**src/rtl/sbox_share_sched.sv**
```systemverilog
// Four shared AES S-box lanes, time-multiplexed between a column-serial SubBytes
// requester and a single-cycle SubWord requester, with round-robin tie breaking.

module SBox (
    input  logic [7:0] din,
    output logic [7:0] dout
);

    function automatic logic [7:0] gmul(input logic [7:0] a, input logic [7:0] b);
        logic [7:0] p;
        logic [7:0] aa;
        p  = 8'h00;
        aa = a;
        for (int i = 0; i < 8; i++) begin
            if (b[i]) p = p ^ aa;
            aa = {aa[6:0], 1'b0} ^ (aa[7] ? 8'h1b : 8'h00);
        end
        return p;
    endfunction

    logic [7:0] x2, x3, x6, x12, x15, x30, x60, x120, x240, x252, inv;

    // Multiplicative inverse as din^254 (zero maps to zero), then the affine map.
    always_comb begin
        x2   = gmul(din, din);
        x3   = gmul(x2, din);
        x6   = gmul(x3, x3);
        x12  = gmul(x6, x6);
        x15  = gmul(x12, x3);
        x30  = gmul(x15, x15);
        x60  = gmul(x30, x30);
        x120 = gmul(x60, x60);
        x240 = gmul(x120, x120);
        x252 = gmul(x240, x12);
        inv  = gmul(x252, x2);
        dout = inv ^ {inv[6:0], inv[7]} ^ {inv[5:0], inv[7:6]}
                   ^ {inv[4:0], inv[7:5]} ^ {inv[3:0], inv[7:4]} ^ 8'h63;
    end

endmodule

module sbox_share_sched #(
    parameter bit KEY_FIRST = 1'b1
) (
    input  logic                  clk,
    input  logic                  rst,
    input  logic                  st_valid,
    output logic                  st_ready,
    input  logic [0:3][0:3][7:0]  st_in,
    output logic [0:3][0:3][7:0]  st_out,
    output logic                  st_done,
    input  logic                  key_valid,
    output logic                  key_ready,
    input  logic [31:0]           key_in,
    output logic [31:0]           key_out,
    output logic                  key_done,
    output logic                  busy
);

    typedef enum logic [1:0] {IDLE, ST_BUSY, KEY_BUSY} state_t;

    localparam logic GRANT_ST  = 1'b0;
    localparam logic GRANT_KEY = 1'b1;

    state_t                state, next_state;
    logic [1:0]            col;
    logic                  last_grant;
    logic                  grant_key;
    logic [0:3][0:3][7:0]  st_buf;
    logic [31:0]           key_buf;
    logic [3:0][7:0]       lane_in;
    logic [3:0][7:0]       lane_out;

    for (genvar k = 0; k < 4; k++) begin : g_lane
        SBox u_lane (.din(lane_in[k]), .dout(lane_out[k]));
    end

    always_ff @(posedge clk or posedge rst) begin
        if (rst) state <= IDLE;
        else     state <= next_state;
    end

    always_comb begin
        next_state = state;
        case (state)
            IDLE: begin
                if (st_valid && st_ready)        next_state = ST_BUSY;
                else if (key_valid && key_ready) next_state = KEY_BUSY;
            end
            ST_BUSY:  if (col == 2'd3) next_state = IDLE;
            KEY_BUSY: next_state = IDLE;
            default:  next_state = IDLE;
        endcase
    end

    // Key wins a tie only when the state side was granted last.
    always_comb begin
        grant_key = key_valid && (!st_valid || last_grant == GRANT_ST);
        st_ready  = (state == IDLE) && st_valid && !grant_key;
        key_ready = (state == IDLE) && key_valid && grant_key;
        busy      = (state != IDLE);
        for (int k = 0; k < 4; k++) begin
            lane_in[k] = 8'h00;
            case (state)
                ST_BUSY:  lane_in[k] = st_buf[k][col];
                KEY_BUSY: lane_in[k] = key_buf[8*k +: 8];
                default:  lane_in[k] = 8'h00;
            endcase
        end
    end

    always_ff @(posedge clk or posedge rst) begin
        if (rst) begin
            st_buf     <= '0;
            key_buf    <= '0;
            st_out     <= '0;
            key_out    <= '0;
            st_done    <= 1'b0;
            key_done   <= 1'b0;
            col        <= 2'd0;
            last_grant <= KEY_FIRST ? GRANT_ST : GRANT_KEY;
        end else begin
            st_done  <= 1'b0;
            key_done <= 1'b0;
            if (st_valid && st_ready) begin
                st_buf     <= st_in;
                col        <= 2'd0;
                last_grant <= GRANT_ST;
            end
            if (key_valid && key_ready) begin
                key_buf    <= key_in;
                last_grant <= GRANT_KEY;
            end
            case (state)
                ST_BUSY: begin
                    for (int r = 0; r < 4; r++) st_out[r][col] <= lane_out[r];
                    col <= col + 2'd1;
                    if (col == 2'd3) st_done <= 1'b1;
                end
                KEY_BUSY: begin
                    key_out  <= lane_out;
                    key_done <= 1'b1;
                end
                default: ;
            endcase
        end
    end

endmodule

```
**config.mk**
```make
export PLATFORM = sky130hd
export DESIGN_NAME = sbox_share_sched
export DESIGN_NICKNAME = d
export VERILOG_FILES = /design/src/rtl/sbox_share_sched.sv
export SDC_FILE = /design/constraint.sdc
export NUM_CORES = 2
export LEC_CHECK = 0
export CAP_MARGIN = 10
export CORE_ASPECT_RATIO = 1.75
export CORE_MARGIN = 2
export CORE_UTILIZATION = 40
export DETAILED_ROUTE_END_ITERATION = 12
export GPL_TIMING_DRIVEN = 0
export MAX_ROUTING_LAYER = met4
export SLEW_MARGIN = 20
export SYNTH_ARGS = -nofsm -noshare
export SYNTH_HDL_FRONTEND = slang
export SYNTH_SLANG_ARGS = --single-unit
```
**constraint.sdc**
```tcl
create_clock -name clk -period 22.1 [get_ports clk]
set_input_delay 4.42 -clock clk [delete_from_list [all_inputs] [get_ports clk]]
set_output_delay 4.42 -clock clk [all_outputs]
set_load 0.005 [all_outputs]
```
==> flow_summary.html <==
<table>
<tr><th>Metric</th><th>Value</th></tr>
<tr><th colspan="2">Routing</th></tr>
<tr><td>Routed wire per std cell</td><td>between 20 and 25 microns</td></tr>
<tr><td>Post-Route WL</td><td>between 200000 and 250000 microns</td></tr>
<tr><td>Mean number of vias per cell</td><td>5.67</td></tr>
<tr><td>Initial DRC Count</td><td>3792</td></tr>
<tr><td>Remaining number of nets flagged by the antenna check after routing</td><td>0</td></tr>
<tr><td>Count of TritonRoute iterations in the first routing pass</td><td>6</td></tr>
<tr><td>Via total after detailed routing</td><td>56099</td></tr>
<tr><td>DRC errors left</td><td>0</td></tr>
<tr><th colspan="2">Worst setup path</th></tr>
<tr><td>Endpoint type of the worst setup path</td><td>register</td></tr>
<tr><td>Startpoint type of the worst setup path</td><td>register</td></tr>
<tr><td>Dominant cell type by count on the critical path</td><td>xnor2_1</td></tr>
<tr><td>Reg-to-reg setup timing slack</td><td>860 ps</td></tr>
<tr><td>Worst path slowest cell</td><td>xnor3_1</td></tr>
<tr><td>Logic depth of the worst setup path including buffers</td><td>74</td></tr>
<tr><td>Highest fanout seen on the critical path</td><td>10</td></tr>
<tr><td>Required time of the critical path</td><td>22580 ps</td></tr>
<tr><td>Delay contributed by the slowest stage of the critical path</td><td>540 ps</td></tr>
<tr><td>Arrival time worst endpoint</td><td>21720 ps</td></tr>
<tr><td>Setup CP Type</td><td>register to register</td></tr>
<tr><td>Cell family with most CP delay</td><td>XOR/XNOR gates</td></tr>
<tr><td>Worst reg2reg path depth</td><td>74</td></tr>
<tr><td>CP Buf/Inv Count</td><td>16</td></tr>
<tr><th colspan="2">Clock tree</th></tr>
<tr><td>Total CTS buffers</td><td>27</td></tr>
<tr><td>Root Driver</td><td>clkbuf_16</td></tr>
<tr><td>CTS H-tree depth</td><td>1</td></tr>
<tr><td>Total clock sinks</td><td>327</td></tr>
<tr><td>Clock tree from TritonCTS</td><td>yes</td></tr>
<tr><td>Clock insertion delay at the later pin of the skew report</td><td>between 600 and 700 ps</td></tr>
<tr><td>Deepest clock path buffer count</td><td>3</td></tr>
<tr><td>CTS Hold Bufs</td><td>0</td></tr>
<tr><td>Clock-pin slew on the worst setup and hold paths</td><td>80 ps</td></tr>
<tr><th colspan="2">Logic synthesis</th></tr>
<tr><td>Sequential cell area fraction in the yosys report</td><td>a little over an eighth</td></tr>
<tr><td>Main area contributors after synthesis</td><td>xnor2_1 (18%), dfrtp_1 (14%), xnor3_1 (10%)</td></tr>
<tr><td>Register bit total from synthesis</td><td>327</td></tr>
<tr><td>Dominant register cell in the synthesized netlist</td><td>dfrtp_1</td></tr>
<tr><td>Area share of the largest cell type after synthesis</td><td>around 18%</td></tr>
<tr><td>Synth unique cells</td><td>140</td></tr>
<tr><td>Asr flop ratio synth</td><td>between 90% and 100%</td></tr>
<tr><td>Total of warnings raised by yosys</td><td>0</td></tr>
<tr><td>Average cell area after synthesis</td><td>8.19 sq um</td></tr>
<tr><td>Mapped cell area</td><td>0.0602 sq mm</td></tr>
<tr><td>Number of enable-type register cells in the synthesized netlist</td><td>0</td></tr>
<tr><td>Post-Syn Instances</td><td>7359</td></tr>
<tr><td>Cell taking the most area after synthesis</td><td>xnor2_1</td></tr>
<tr><td>Net Count, Synth</td><td>7558</td></tr>
<tr><th colspan="2">Status</th></tr>
<tr><td>Result of the run</td><td>complete, no violations</td></tr>
<tr><th colspan="2">Die</th></tr>
<tr><td>Row Count</td><td>188</td></tr>
<tr><td>Core area</td><td>0.150 sq mm</td></tr>
<tr><td>Die area</td><td>around 0.15 sq mm</td></tr>
<tr><td>Chip height</td><td>517 microns</td></tr>
<tr><td>I/O pin count</td><td>329</td></tr>
<tr><td>Initial core utilization</td><td>slightly above 40%</td></tr>
<tr><td>Die extent in x</td><td>approximately 300 microns</td></tr>
<tr><th colspan="2">Worst hold path</th></tr>
<tr><td>Path type of the worst min-delay path</td><td>register to register</td></tr>
<tr><td>Number of instances on the worst hold path</td><td>2</td></tr>
<tr><th colspan="2">STA</th></tr>
<tr><td>Relative slew margins</td><td>~26%</td></tr>
<tr><td>Post-layout minimum cycle time</td><td>~21000 ps</td></tr>
<tr><td>Worst Tran Pin Value</td><td>1110 ps</td></tr>
<tr><td>Final period util</td><td>between 90% and 100%</td></tr>
<tr><td>Final hold viol count</td><td>0</td></tr>
<tr><td>Final setup fails</td><td>0</td></tr>
<tr><td>Max-slew violations</td><td>0</td></tr>
<tr><td>Fmax</td><td>0.0471 GHz</td></tr>
<tr><td>Final hold slack</td><td>approximately 470 ps</td></tr>
<tr><td>Worst-case clock skew</td><td>25.5 ps</td></tr>
<tr><th colspan="2">Finish</th></tr>
<tr><td>Filler cells</td><td>14470</td></tr>
<tr><td>Layout net count</td><td>8087</td></tr>
<tr><td>Final core area utilization</td><td>about half</td></tr>
<tr><td>Share of post-route cells with drive strength above 1</td><td>~16%</td></tr>
<tr><td>Synthesis-to-finish area growth</td><td>19.7%</td></tr>
<tr><td>Final Non-Filler Cells</td><td>9899</td></tr>
<tr><th colspan="2">GRT</th></tr>
<tr><td>Number of antenna violations at the first check in global routing</td><td>2</td></tr>
<tr><td>Global route overflow</td><td>0</td></tr>
<tr><td>Via count of the first global-routing pass</td><td>around 56000</td></tr>
<tr><td>Pin count of the biggest net entering global routing</td><td>100</td></tr>
<tr><td>GRT Util Overall</td><td>27.2%</td></tr>
<tr><td>Global-route wire length before repair</td><td>roughly 320000 microns</td></tr>
<tr><th colspan="2">Placement</th></tr>
<tr><td>Port Buffer Count</td><td>328</td></tr>
<tr><td>DPL Wire Length</td><td>~170000 microns</td></tr>
<tr><td>Placed cell count</td><td>9687</td></tr>
<tr><td>Weighted congestion at the end of routability-driven global placement</td><td>0.979</td></tr>
<tr><th colspan="2">Flow run</th></tr>
<tr><td>Number of violations of the max-capacitance limit</td><td>0</td></tr>
</table>
==> stage by stage <==
| step | area, sq um | setup TNS, ps | setup WS [ps] |
|---|---|---|---|
| floorplan | 60200 | 0 | 274 |
| global placement | 66000 | -854240 | -6600 |
| detailed placement | 66100 | -884260 | -6690 |
| CTS | 69800 | 0 | 8.01 |
| global route | 72100 | -2790 | -90.1 |
| finish | 72100 | 0 | 855 |
==> area by class of cell <==
cell class	instances	area, sq um	area share, %
antenna	2	5.00	0.00694
buffer	440	2360	3.28
clock buffer	38	777	1.08
clock inverter	5	61.3	0.0850
inverter	128	509	0.706
multi-input combinational	6452	52800	73.2
sequential	327	8180	11.3
tap	1995	2500	3.46
timing repair buffer	512	4930	6.84
==> Yosys cell counts (19+ instances only) <==
master / number
a211o_1: 23
a211oi_1: 47
a21o_1: 31
a21oi_1: 280
a221oi_1: 33
a22oi_1: 32
a31oi_1: 49
and2_1: 81
and3_1: 54
buf_1: 27
buf_2: 106
buf_6: 23
clkbuf_1: 260
dfrtp_1: 327
ha_1: 35
inv_1: 100
mux2_2: 162
mux2i_1: 211
mux4_2: 24
nand2_1: 1070
nand2b_1: 58
nand3_1: 193
nand4_1: 20
nor2_1: 828
nor2b_1: 36
nor3_1: 170
nor3b_1: 19
nor4_1: 20
o211ai_1: 52
o21a_1: 24
o21ai_0: 228
o21ai_1: 85
o221ai_1: 29
o22ai_1: 70
o31ai_1: 22
or2_2: 19
or3_1: 42
or4_1: 19
xnor2_1: 1213
xnor2_2: 60
xnor3_1: 280
xnor3_2: 25
xor2_1: 352
xor2_2: 23
xor3_1: 37
==> cell usage in the layout, fill, tap and decap left out, types with 41 or more instances in the layout <==
cell type	Yosys	final
nand3_1	193	193
or3_1	42	41
mux2_2	162	162
dfrtp_1	327	327
nand2b_1	58	55
xor2_2	23	66
o21ai_0	228	223
xnor2_1	1213	1042
clkdlybuf4s50_1	0	328
a31oi_1	49	46
o21ai_1	85	87
o22ai_1	70	68
inv_1	100	95
a211oi_1	47	42
nor2_1	828	819
xnor2_4	10	79
and3_1	54	54
o211ai_1	52	52
clkbuf_1	260	207
nand2_1	1070	1068
xor2_1	352	277
buf_2	106	96
mux2i_1	211	208
nor3_1	170	168
xnor3_1	280	246
xnor3_2	25	59
xnor2_2	60	162
a21oi_1	280	276
buf_4	18	187
and2_1	81	81
==> worst min-delay path, cell delays in order (launching register included) <==
cell and delay, ps:
dfrtp_1 340, nand2_1 50, nand2_1 50
==> routing by layer <==
| layer | track usage (%) | part of all wire, % |
|---|---|---|
| met1 | 28.7 | 37 |
| met2 | 50.3 | 52 |
| met3 | 2.70 | 4.6 |
| met4 | 14.1 | 5.9 |
| met5 | - | 0 |
==> final timing paths <==
check | startpoint | end
setup / recovery | state[0] | st_out[106]
min in group asynchronous | rst | key_out[2]
hold reg to reg | st_buf[104] | st_buf[104]
setup reg to reg | state[0] | st_out[106]
hold / removal | st_buf[104] | st_buf[104]
max in group asynchronous | rst | key_buf[10]
==> repair_timing <==
| action | 4_1_cts | 5_1_grt |
|---|---|---|
| setup endpoints to repair | 160 | 160 |
| setup buffers | 62 | 117 |
| pin swaps | 47 | 79 |
| resized for setup | 355 | 257 |
| cloned | 0 | 1 |
==> cell families (layout without fill, tap and decap cells) <==
family	count (synthesis)	in the layout	share of synthesized area, %
AND/OR/NAND/NOR	2701	2701	19.7
XOR/XNOR	2013	2014	38.9
AO/OA/AOI/OAI	1301	1301	15.0
buffers and inverters	581	1123	4.51
multiplexers	401	401	7.56
flip-flops	327	327	13.6
adder cells (fa/ha/maj)	35	35	0.727
other	0	2	0
==> state kept, by name (all words and copies together), names as in the netlist <==
name and flops:
st_buf 128, st_out 128, key_buf 32, key_out 32, col 2, state 2, key_done 1, last_grant 1
st_done 1
Power is not shown: default switching activity piles up to over one toggle a cycle in this logic, so the estimate is an artifact.
